## config.mk

```make
export PLATFORM = sky130hd
export DESIGN_NAME = fixedpoint_accumulator
export DESIGN_NICKNAME = d
export VERILOG_FILES = /design/src/rtl/fixedpoint_accumulator.sv
export SDC_FILE = /design/constraint.sdc
export NUM_CORES = 1
export LEC_CHECK = 0
export CAP_MARGIN = 20
export CORE_MARGIN = 10
export CORE_UTILIZATION = 35
export DETAILED_ROUTE_END_ITERATION = 7
export GPL_TIMING_DRIVEN = 0
export PLACE_DENSITY = 0.63
export SETUP_SLACK_MARGIN = 0.2
export SLEW_MARGIN = 25
export SYNTH_ARGS = -nofsm -noshare
export SYNTH_HDL_FRONTEND = slang
export SYNTH_SLANG_ARGS = --single-unit
```

## constraint.sdc

```tcl
create_clock -name clk -period 2.4 [get_ports clk]
set_input_delay 0.48 -clock clk [delete_from_list [all_inputs] [get_ports clk]]
set_output_delay 0.48 -clock clk [all_outputs]
set_load 0.01 [all_outputs]
```

## src/rtl/fixedpoint_accumulator.sv

```systemverilog
// -----------------------------------------------------------------------------
// fixedpoint_accumulator
//
// Sums N_ACC signed Q(WI.WF) samples from the fixed-point adder into a wider
// Q(WIA.WF) accumulator, then presents the frame total with a sticky overflow
// flag. The radix point is shared, so samples are only sign-extended.
//
// Ports:
//   clk        rising-edge clock
//   rst_n      asynchronous active-low reset
//   clr        synchronous frame abort (drops any sample offered alongside it)
//   in_valid   input sample valid
//   in_ready   stage can accept a sample (high only in ACC)
//   in_data    signed Q(WI.WF) sample
//   in_ovf     upstream overflow flag for this sample
//   out_valid  frame total valid (high only in HOLD)
//   out_ready  consumer accepts the total
//   out_data   signed Q(WIA.WF) accumulator (frame total while out_valid=1)
//   out_ovf    sticky overflow for the frame
// -----------------------------------------------------------------------------
module fixedpoint_accumulator #(
    parameter int WI    = 5,
    parameter int WF    = 4,
    parameter int WIA   = 8,
    parameter int N_ACC = 4,
    parameter int SAT   = 1
) (
    input  logic                 clk,
    input  logic                 rst_n,
    input  logic                 clr,
    input  logic                 in_valid,
    output logic                 in_ready,
    input  logic [WI+WF-1:0]     in_data,
    input  logic                 in_ovf,
    output logic                 out_valid,
    input  logic                 out_ready,
    output logic [WIA+WF-1:0]    out_data,
    output logic                 out_ovf
);

    localparam int W_IN  = WI + WF;
    localparam int W_ACC = WIA + WF;
    localparam int CW    = $clog2(N_ACC + 1);

    localparam logic [W_ACC-1:0] ACC_MAX = {1'b0, {(W_ACC-1){1'b1}}};
    localparam logic [W_ACC-1:0] ACC_MIN = {1'b1, {(W_ACC-1){1'b0}}};

    typedef enum logic {
        ST_ACC  = 1'b0,
        ST_HOLD = 1'b1
    } state_t;

    state_t             state_q, state_d;
    logic [W_ACC-1:0]   acc_q,   acc_d;
    logic [CW-1:0]      cnt_q,   cnt_d;
    logic               ovf_q,   ovf_d;

    // One guard bit above the accumulator width makes overflow detection a
    // simple compare of the two top bits of the sum.
    logic signed [W_ACC:0] acc_ext;
    logic signed [W_ACC:0] smp_ext;
    logic signed [W_ACC:0] sum;
    logic                  sum_ovf;
    logic                  last_smp;

    assign acc_ext  = {acc_q[W_ACC-1], acc_q};
    assign smp_ext  = (W_ACC+1)'($signed(in_data[W_IN-1:0]));
    assign sum      = acc_ext + smp_ext;
    assign sum_ovf  = sum[W_ACC] ^ sum[W_ACC-1];
    assign last_smp = (cnt_q == CW'(N_ACC - 1));

    always_ff @(posedge clk or negedge rst_n) begin
        if (!rst_n) begin
            state_q <= ST_ACC;
            acc_q   <= '0;
            cnt_q   <= '0;
            ovf_q   <= 1'b0;
        end else begin
            state_q <= state_d;
            acc_q   <= acc_d;
            cnt_q   <= cnt_d;
            ovf_q   <= ovf_d;
        end
    end

    always_comb begin
        state_d = state_q;
        acc_d   = acc_q;
        cnt_d   = cnt_q;
        ovf_d   = ovf_q;

        if (clr) begin
            state_d = ST_ACC;
            acc_d   = '0;
            cnt_d   = '0;
            ovf_d   = 1'b0;
        end else begin
            case (state_q)
                ST_ACC: begin
                    if (in_valid) begin
                        // Saturation is not terminal: later samples keep
                        // accumulating from the clamped value.
                        if (sum_ovf && (SAT != 0)) begin
                            acc_d = sum[W_ACC] ? ACC_MIN : ACC_MAX;
                        end else begin
                            acc_d = sum[W_ACC-1:0];
                        end
                        ovf_d = ovf_q | sum_ovf | in_ovf;
                        if (last_smp) begin
                            cnt_d   = '0;
                            state_d = ST_HOLD;
                        end else begin
                            cnt_d = cnt_q + CW'(1);
                        end
                    end
                end
                ST_HOLD: begin
                    if (out_ready) begin
                        acc_d   = '0;
                        ovf_d   = 1'b0;
                        state_d = ST_ACC;
                    end
                end
                default: begin
                    state_d = ST_ACC;
                end
            endcase
        end
    end

    // Handshake outputs are pure decodes of the state register, so in_ready
    // never depends combinationally on out_ready.
    assign in_ready  = (state_q == ST_ACC);
    assign out_valid = (state_q == ST_HOLD);
    assign out_data  = acc_q;
    assign out_ovf   = ovf_q;

endmodule

```

==> qor.yml, run 1 <==
regToRegSetupSlack_ps: 60
r2r_start: "out_data[0]"
gp_congestion: 0.948
clock-sinks: 17
min_from: "out_data[11]"
htreeDepth: 1
drive_gt1_frac: 0.397
synth_top_family_by_area: "compound AO/OA/AOI/OAI gates"
max_slew_margin: 0.417
ir_drop_mv: 0.353
outcome: "finished clean"
syn_nets: 177
max_freq_mhz: 428
numPortBuffers: 29
required_ps: 2530
static-leakage-power_nw: 0.911
dr.pass1.iters: 4
synthSimpleGateAreaFrac: 0.183
ys_seq_area_frac: 0.320
ff_latch_area_um2: 427
cp_top_family: "compound AO/OA/AOI/OAI gates"
synth_area_leader_cell: "dfrtp_1"
fin_skew_ps: 4.82
vias_per_cell: 5.33
initial_core_util: 0.363
vias: 1370
synth_edf_count: 0
fin_crit_sh: 0.974
fp-row-count: 22
synth_fa_ha_area_frac: 0.146
reg2reg_depth: 11
dp.cells: 225
synth-compound-area-share: 0.255
muxShareOfSynthArea: 0.0104
drc: 0
crit_fanout: 5
path_cells: "ha_4 > fa_2 > a211oi_4 > o211ai_2 > a21oi_2 > or2_4 > nor3b_4 > buf_6 > buf_16 > a21oi_2 > o21ai_1"
slew_viol_final: 0
routedWlPerCell_um: 16.8
area_growth_pct: 67.8
fillers: 292
detail_route.iter0.violations: 49
finalHoldViolCount: 0
async_reset_ff_frac: 1.00
cts_root_buf: "clkbuf_8"
final_core_util: 0.609
final_cells: 257
multi_input_area_um2: 1130
hpwl_mm: 2.77
ys_seq_elements: 17
ys.flop_type: "dfrtp_1"
yosysWarnings: 0
cts.clk_slew.worst_paths_ps: 80
postRouteAntennaNets: 0
grt_max_degree: 18
grt_overflow: 0
cp_slowest_stage_delay_ps: 410
cts_buffer_depth: 2
cp.arrival_ps: 2470
ys_top_cells_by_count: "20 x a21oi_1, 17 x dfrtp_1, 15 x nand2_1"
end_kind: "flop"
grt_pass1_wl_mm: 7.00
synth_xor_area_frac: 0.0716
cts_tree: "yes"
yosysMostFrequentCell: "a21oi_1"
synth_top_area_share: 0.320
timing.setup.tns_ps: 0
r2r_end: "out_data[1]"
crit_type: "flop to flop"
ys_top_cells_by_area: "dfrtp_1 32%, ha_1 12%, a21oi_1 7.5%"
first_global_vias: 1480
totalWireLength_mm: 4.31
pin_count: 30
ctsHoldBuffers: 0
hold_class: "flop to flop"
cp_common_cell: "a21oi_2"
postSynthCellCount: 148
grt_use_total: 0.132
postSynthAreaPerCell_um2: 8.98
netlist_area_um2: 1330
min_to: "out_data[11]"
crit_slowest_cell: "dfrtp_1"
worstMarginPinSlew_ps: 872
fin_crit_ps: 2340
nNetsFinal: 239
synthDistinctLibCells: 42
rsz0062_at_grt: "yes"
cts_made_buffers: 3
powerDensity_nw_per_um2: 867
antenna_found_initial: 0
clock_latency_ps: 270
cap_violations: 0
critPathLaunchType: "flop"
die_w_um: 81.6
die_y_um: 81.6
setup_viol: 0
min_path_cells: 2
dieArea_um2: 6660
core_region_area_um2: 3660
n_antenna_cell: 0
crit_buf_inv: 2
-- routing by layer --
layer / part of all wire / vias up / routed length [um] / GRT usage
met3: 0.043 / 9 / 184 / 0.0197
met4: 0.021 / 0 / 91 / 0.0612
met5: 0 / - / 0 / 0
met2: 0.54 / 31 / 2320 / 0.247
met1: 0.40 / 669 / 1710 / 0.142
li1: - / 661 / - / -
-- through the flow --
step | worst slack, ps | power, W | hold slack (ps) | instance area (um^2)
after floorplan | 114 | 0.000988 | 184 | 1440
after global placement | -565 | 0.00123 | 506 | 1790
after detailed placement | -570 | 0.00124 | 510 | 1790
after CTS | 129 | 0.00178 | 534 | 2120
after global routing | -45.6 | 0.00205 | 554 | 2230
final | 62.2 | 0.00193 | 530 | 2230
-- flip-flops by register name, indices dropped and copies added, names as in the netlist --
name       flops
out_ovf        1
out_valid      1
cnt_q          3
out_data      12
-- power breakdown --
part           leakage [nW]  internal (W)  switching (W)
registers             0.223      0.000340      0.0000602
logic                 0.665      0.000721       0.000572
clock network        0.0217      0.000117       0.000123
-- logic make-up (layout without fill, tap and decap cells) --
group                      count (synthesis)  count (layout)
adders and majority gates                 15              15
xor gates and xnor gates                  10              10
buffers and inverters                      5              66
AOI/OAI and AO/OA                         54              54
and+or+nand+nor                           46              46
muxes                                      1               1
DFF                                       17              17
-- worst min-delay path: stages, from the launching register on --
cell and delay, ps:
dfrtp_1 380, nand2_1 50, o21ai_0 70
-- repair_timing --
item,in CTS,in global routing
pin swaps,17,11
setup endpoints to repair,13,12
endpoints found under the hold margin,0,0
resized for setup,36,14
cloned,1,0
setup buffers,22,5
-- final cells by class --
type                    count  share of cell area
clock inverters             1             0.00337
repair buffers             57               0.245
clock buffers               3              0.0185
plain buffers               2             0.00337
well taps                  48              0.0269
inverters                   3             0.00505
multi-input cells         126               0.507
flip-flops and latches     17               0.191
-- how the worst max path moves through the flow --
stage,to,cells past startpoint,startpoint,slack (ps)
after floorplan,out_data[0],8,in_data[0],110
after global placement,out_data[0],9,in_data[8],-560
after detailed placement,out_data[0],9,in_data[8],-570
after CTS,out_data[10],11,out_data[0],130
after global routing,out_data[9],11,out_data[0],-50
final,out_data[1],11,out_data[0],60
-- placed cells by master, fill, tap and decap left out, types with 5 or more instances in the layout --
| cell type | n |
|---|---|
| dfrtp_1 | 16 |
| o21ai_1 | 11 |
| ha_4 | 9 |
| buf_4 | 21 |
| buf_6 | 5 |
| nand2_1 | 15 |
| a21oi_1 | 6 |
| clkdlybuf4s50_1 | 20 |
| a21oi_2 | 14 |
| nor2_1 | 9 |
Note: power is estimated with default switching activity, not from simulation.
==> inputs of run 2 (changes only) <==
--- a/config.mk
+++ b/config.mk
@@ -5,12 +5,13 @@
 export SDC_FILE = /design/constraint.sdc
 export NUM_CORES = 1
 export LEC_CHECK = 0
+export ABC_AREA = 1
 export CAP_MARGIN = 20
 export CORE_MARGIN = 10
-export CORE_UTILIZATION = 35
+export CORE_UTILIZATION = 47
 export DETAILED_ROUTE_END_ITERATION = 7
 export GPL_TIMING_DRIVEN = 0
-export PLACE_DENSITY = 0.63
+export PLACE_DENSITY = 0.79
 export SETUP_SLACK_MARGIN = 0.2
 export SLEW_MARGIN = 25
 export SYNTH_ARGS = -nofsm -noshare
==> run 2 against run 1 <==
Global-route usage shrank 0.056 points. Hold slack worse by 9.9 ps. Combinational power is 9% lower. Final cell count increased by 17%. Worst setup slack improved by 230 ps. Die area fell by 12%. Largest cell class unchanged. Core utilization rose by 6.8 points. Highest routed layer unchanged.
==> qor.yml, run 2 <==
netlist_area_um2: 1510  # +13%
crit_type: "input pin to flop"
routedWlPerCell_um: 13.0  # -22%
final_area_um2: 2070  # -7.2%
required_ps: 2630  # +100 ps
numPortBuffers: 29  # unchanged
max_freq_mhz: 475  # +11%
max_slew_margin: 0.488  # +0.0711
gp_congestion: 0.830  # -12%
htreeDepth: 1  # unchanged
cap_violations: 0  # unchanged
ys_top_cells_by_area: "dfrtp_1 28%, nand2_1 21%, ha_1 11%"
final_cell_mix: "80 x nand2_1, 27 x inv_1, 26 x clkdlybuf4s50_1"
fp-row-count: 20  # -9.1%
synthDistinctLibCells: 23  # -45%
finalHoldViolCount: 0  # unchanged
drc: 0  # unchanged
grt_pass1_wl_mm: 6.53  # -6.7%
grt_overflow: 0  # unchanged
cts_root_buf: "clkbuf_4"
fin_crit_sh: 0.878  # -0.0962
slew_viol_final: 0  # unchanged
drive_gt1_frac: 0.202  # -0.195
clock_latency_ps: 300  # +30 ps
postSynthAreaPerCell_um2: 6.88  # -23%
grt_use_total: 0.131  # -0.000561
ctsHoldBuffers: 0  # unchanged
wl_met2_mm: 1.95  # -16%
synth-compound-area-share: 0.0523  # -0.203
dr.max_layer_used: "met4"
synth_top_family_by_area: "simple AND/OR/NAND/NOR gates"
cts_made_buffers: 3  # unchanged
yosysMostFrequentCell: "nand2_1"
critPathLaunchType: "input pin"
area_growth_pct: 37.3
dr.pass1.iters: 4  # unchanged
largest_register_ffs: 12  # unchanged
end_kind: "flop"
drt-met1-wl_mm: 1.75  # +2.8%
synth_edf_count: 0  # unchanged
setup_ws_ps: 293  # +231 ps
antenna_found_initial: 0  # unchanged
yosysWarnings: 0  # unchanged
ys_seq_elements: 17  # unchanged
ys.flop_type: "dfrtp_1"
hpwl_mm: 2.83  # +2.2%
async_reset_ff_frac: 1.00  # unchanged
min_from: "cnt_q[2]"
place_ws_ps: -310  # +260 ps
mostFrequentLayoutCell: "nand2_1"
synth_fa_ha_area_frac: 0.121  # -0.0247
clock-sinks: 17  # unchanged
vias: 1507  # +10%
cts_buffer_depth: 2  # unchanged
wl_met3_um: 177  # -3.8%
detail_route.iter0.violations: 56  # +14%
synthSimpleGateAreaFrac: 0.414  # +0.231
vias_per_cell: 5.01  # -6.1%
powerDensity_nw_per_um2: 849  # -2.1%
totalWireLength_mm: 3.93  # -8.8%
die_w_um: 76.6  # -6.1%
cts_tree: "yes"
rsz0062_at_grt: "no"
fin_skew_ps: 6.95  # +2.13 ps
core_region_area_um2: 3050  # -17%
cp.arrival_ps: 2340  # -130 ps
hold_class: "flop to flop"
postSynthCellCount: 219  # +48%
cts.clk_slew.worst_paths_ps: 100  # +20 ps
timing.setup.tns_ps: 0  # unchanged
synth_top_area_share: 0.282  # -0.0378
ys_top_cells_by_count: "85 x nand2_1, 27 x inv_1, 23 x nand3_1"
muxShareOfSynthArea: 0  # -0.0104
outcome: "finished clean"
nNetsFinal: 287  # +20%
grt_max_degree: 18  # unchanged
synth_area_leader_cell: "dfrtp_1"
initial_core_util: 0.493  # +0.130
r2r_start: "out_data[0]"
first_global_vias: 1470  # -0.68%
syn_nets: 248  # +40%
die_y_um: 76.6  # -6.1%
worstSetupStartpoint: "in_data[3]"
postRouteAntennaNets: 0  # unchanged
ys_seq_area_frac: 0.282  # -0.0378
fin_crit_ps: 2110  # -231 ps
crit_slowest_cell: "clkdlybuf4s50_1"
dieArea_um2: 5870  # -12%
crit_fanout: 5  # unchanged
cp_slowest_stage_delay_ps: 410  # about the same
n_antenna_cell: 0  # unchanged
synth_xor_area_frac: 0.0407  # -0.0309
path_cells: "clkdlybuf4s50_1 > ha_2 > nand2_1 > nand3_4 > nand2_2 > nand2_2 > nand2_1 > nand2_1 > nand2_2 > a21oi_4 > buf_4 > nand2_1 > nand2_1"
final_core_util: 0.677  # +0.0684
cp_common_cell: "nand2_1"
dpl_cell_area_um2: 1850  # +3.6%
pin_count: 30  # unchanged
holdWs_ps: 520  # -9.91 ps
setup_viol: 0  # unchanged
ir_drop_mv: 0.453  # +28%
worstMarginPinSlew_ps: 766  # -106 ps
static-leakage-power_nw: 1.06  # +16%
-- run 2: cell count changes after synthesis, moves of 5 or more --
| cell | previous run | this run |
|---|---|---|
| nand3_1 | 4 | 23 |
| o21ai_1 | 12 | 0 |
| nand2_1 | 15 | 85 |
| inv_1 | 3 | 27 |
| a21oi_1 | 20 | 6 |
| nand3_2 | 0 | 5 |
| nand2_2 | 0 | 9 |
-- run 2: routing by layer --
metal,GRT usage,vias to the layer above
li1,-,778
met1,0.158,691
met2,0.220,34
met3,0.0271,4
met4,0.0558,0
met5,0,-
-- run 2: cell type report --
| class | instances | area, um^2 |
|---|---|---|
| Multi-Input combinational cell | 171 | 1090 |
| Fill cell | 274 | 985 |
| Sequential cell | 17 | 425 |
| Timing Repair Buffer | 34 | 335 |
| Inverter | 27 | 101 |
| Tap cell | 44 | 55.1 |
| Buffer | 4 | 37.5 |
| Clock buffer | 3 | 22.5 |
| Clock inverter | 1 | 5.00 |
-- run 2: worst paths after layout --
| path | endpoint | slack, ps | cells past startpoint |
|---|---|---|---|
| worst min-delay path | cnt_q[2] | 520 | 2 |
| worst min register to register | cnt_q[2] | 520 | 2 |
| worst max register to register | out_data[0] | 330 | 12 |
| worst max-delay path | out_data[0] | 290 | 13 |
| min in group asynchronous | out_data[1] | 620 | 1 |
| max in group asynchronous | out_data[11] | 1300 | 1 |
-- run 2: timing repair --
action	4_1_cts	5_1_grt
cloned	3	0
endpoints found under the setup margin	12	11
buffers inserted	1	1
gates resized for setup	19	18
pin swaps	7	2
-- run 2: critical path, delay by kind of cell --
family                     cells  cell delay (ps)
and+or+nand+nor                9              690
buffers and inverters          2              580
adders and majority gates      1              390
AOI/OAI and AO/OA              1              180
-- run 2: report_power, final --
part           total, W  leakage [nW]  switching (W)  internal (W)
combinational   0.00118         0.816       0.000631      0.000550
clock          0.000157        0.0177      0.0000945     0.0000621
sequential     0.000419         0.226      0.0000704      0.000348
-- run 2: logic make-up (layout without fill, tap and decap cells) --
| kind of cell | Yosys count | count (layout) |
|---|---|---|
| fa+ha+maj | 14 | 14 |
| xor+xnor | 7 | 7 |
| simple gates | 137 | 137 |
| flops | 17 | 17 |
| buf+inv | 31 | 69 |
| compound gates | 13 | 13 |
-- run 2: through the flow --
step	std cells	power [W]
2_1_floorplan	219	0.00110
3_3_place_gp	292	0.00138
3_5_place_dp	292	0.00140
4_1_cts	300	0.00165
5_1_grt	301	0.00190
6_report	301	0.00176
==> inputs of run 3 (changes only) <==
--- a/config.mk
+++ b/config.mk
@@ -7,11 +7,13 @@
 export LEC_CHECK = 0
 export ABC_AREA = 1
 export CAP_MARGIN = 20
+export CELL_PAD_IN_SITES_DETAIL_PLACEMENT = 2
+export CELL_PAD_IN_SITES_GLOBAL_PLACEMENT = 2
 export CORE_MARGIN = 10
-export CORE_UTILIZATION = 47
+export CORE_UTILIZATION = 25
 export DETAILED_ROUTE_END_ITERATION = 7
 export GPL_TIMING_DRIVEN = 0
-export PLACE_DENSITY = 0.79
+export PLACE_DENSITY = 0.77
 export SETUP_SLACK_MARGIN = 0.2
 export SLEW_MARGIN = 25
 export SYNTH_ARGS = -nofsm -noshare
==> run 3 against run 2 <==
Clock power increased by 46%. Combinational power increased by 34%. Critical path type unchanged. First-iteration DRC count increased by 5.4%. Wire length increased by 66%. Via count increased by 12%. Flip-flop and latch count unchanged. Final cell count increased by 14%. Largest cell class unchanged. Hold slack about the same. Critical path depth increased by 2.
==> qor.yml, run 3 (synthesized netlist as in run 2, its figures left out) <==
grt_pass1_wl_mm: 9.68  # +48%
clkPwrFrac: 0.102  # +0.013
first_global_vias: 1875  # +28%
nNetsFinal: 298  # +3.8%
core_region_area_um2: 5890  # +93%
crit_fanout: 5  # unchanged
n_antenna_cell: 0  # unchanged
drc: 0  # unchanged
fin_crit_sh: 0.906  # +0.0283
area_growth_pct: 59.4
dr.pass1.iters: 4  # unchanged
initial_core_util: 0.256  # -0.237
fp-row-count: 28  # +40%
critPathLaunchType: "input pin"
grt_use_total: 0.122  # -0.00894
ir_drop_mv: 0.297  # -34%
p_int_w: 0.00121  # +27%
fin_crit_ps: 2170  # +67.8 ps
setup_viol: 0  # unchanged
htreeDepth: 1  # unchanged
grt_max_degree: 18  # unchanged
mostFrequentLayoutCell: "nand2_1"
die_w_um: 97.6  # +27%
hpwl_mm: 4.04  # +43%
finalHoldViolCount: 0  # unchanged
grt_overflow: 0  # unchanged
cap_violations: 0  # unchanged
dpl_cell_area_um2: 1890  # +2.1%
vias: 1690  # +12%
cp.arrival_ps: 2330  # about the same
dieArea_um2: 9530  # +62%
drive_gt1_frac: 0.287  # +0.0850
outcome: "finished clean"
required_ps: 2560  # -70 ps
p_switching_w: 0.00104  # +30%
rsz0062_at_grt: "yes"
final_area_um2: 2400  # +16%
numPortBuffers: 29  # unchanged
fin_skew_ps: 10.3  # +3.32 ps
cts_buffer_depth: 2  # unchanged
postRouteAntennaNets: 0  # unchanged
cts_root_buf: "clkbuf_8"
hold_class: "flop to flop"
final_cell_mix: "74 x nand2_1, 27 x inv_1, 20 x clkdlybuf4s50_1"
switching_share: 0.461  # +0.00737
worstMarginPinSlew_ps: 847  # +80.6 ps
static-leakage-power_nw: 1.21  # +14%
ctsHoldBuffers: 0  # unchanged
vias_per_cell: 4.93  # -1.6%
r2r_start: "out_data[0]"
slew_viol_final: 0  # unchanged
gp_congestion: 0.792  # -4.6%
max_freq_mhz: 460  # -3.1%
powerDensity_nw_per_um2: 938  # +11%
sequentialPowerShare: 0.196  # -0.042
routedWlPerCell_um: 19.0  # +46%
totalWireLength_mm: 6.52  # +66%
min_from: "cnt_q[2]"
power_frac_comb: 0.701  # +0.029
fillers: 684  # +150%
clock_latency_ps: 260  # -40 ps
largest_register_ffs: 12  # unchanged
setup_ws_ps: 225  # -67.8 ps
cts_tree: "yes"
cts.clk_slew.worst_paths_ps: 80  # -20 ps
pin_count: 30  # unchanged
max_slew_margin: 0.434  # -0.0539
worstSetupStartpoint: "in_data[0]"
end_kind: "flop"
clock-sinks: 17  # unchanged
crit_type: "input pin to flop"
cts_made_buffers: 3  # unchanged
antenna_found_initial: 0  # unchanged
die_y_um: 97.6  # +27%
place_ws_ps: -412  # -102 ps
detail_route.iter0.violations: 59  # +5.4%
[run 3: worst paths after layout]
path,cells after the start,to,slack [ps]
max in group asynchronous,1,out_data[7],1170
worst max register to register,14,out_data[9],290
worst min-delay path,2,cnt_q[2],520
min in group asynchronous,1,out_data[5],690
worst max-delay path,15,out_data[9],230
worst min register to register,2,cnt_q[2],520
[run 3: critical path: stages]
cell and delay, ps:
dlygate4sd2_1 240, ha_2 200, fa_2 360, nand3_2 100, nand3_4 110, nand3_4 100
nand3_4 80, nand2_2 80, nand2_2 70, nand2_4 90, buf_12 110, buf_16 110
nand3_1 80, nand2_1 70, nand2_1 50
[run 3: layout make-up]
type                       instances  area (um^2)  area share
sequential                        17          425       0.177
clock buffer                       3         41.3      0.0172
multi-input combinational        171         1230       0.511
timing repair buffer              45          465       0.194
clock inverter                     1         5.00     0.00208
inverter                          27          101      0.0422
buffer                             4         41.3      0.0172
tap                               75         93.8      0.0391
[run 3: per-stage QoR]
step	hold WS [ps]	std cells	power, W	utilization	TNS (ps)
2_1_floorplan	184	219	0.00110	-	0
3_3_place_gp	478	323	0.00143	0.321	-3940
3_5_place_dp	505	323	0.00147	0.321	-4550
4_1_cts	522	339	0.00202	0.376	0
5_1_grt	535	343	0.00242	0.408	0
6_report	520	343	0.00225	0.408	0
[run 3: per-layer routing]
layer | vias to the layer above | track usage | part of all wire
li1 | 802 | - | -
met1 | 845 | 0.141 | 0.42
met2 | 28 | 0.224 | 0.52
met3 | 15 | 0.0199 | 0.029
met4 | 0 | 0.0358 | 0.036
met5 | - | 0 | 0
[run 3: power by group through the flow]
stage          registers (W)  clock network, W  logic [W]
2_1_floorplan       0.000429                 0   0.000673
4_1_cts             0.000428          0.000237    0.00135
3_3_place_gp        0.000418                 0    0.00102
3_5_place_dp        0.000420                 0    0.00105
5_1_grt             0.000453          0.000249    0.00171
6_report            0.000443          0.000230    0.00158
[run 3: timing repair]
action | 4_1_cts | 5_1_grt
gates cloned | 3 | 0
resized for setup | 36 | 33
endpoints found under the setup margin | 12 | 12
pin swaps | 11 | 16
buffers inserted | 9 | 4
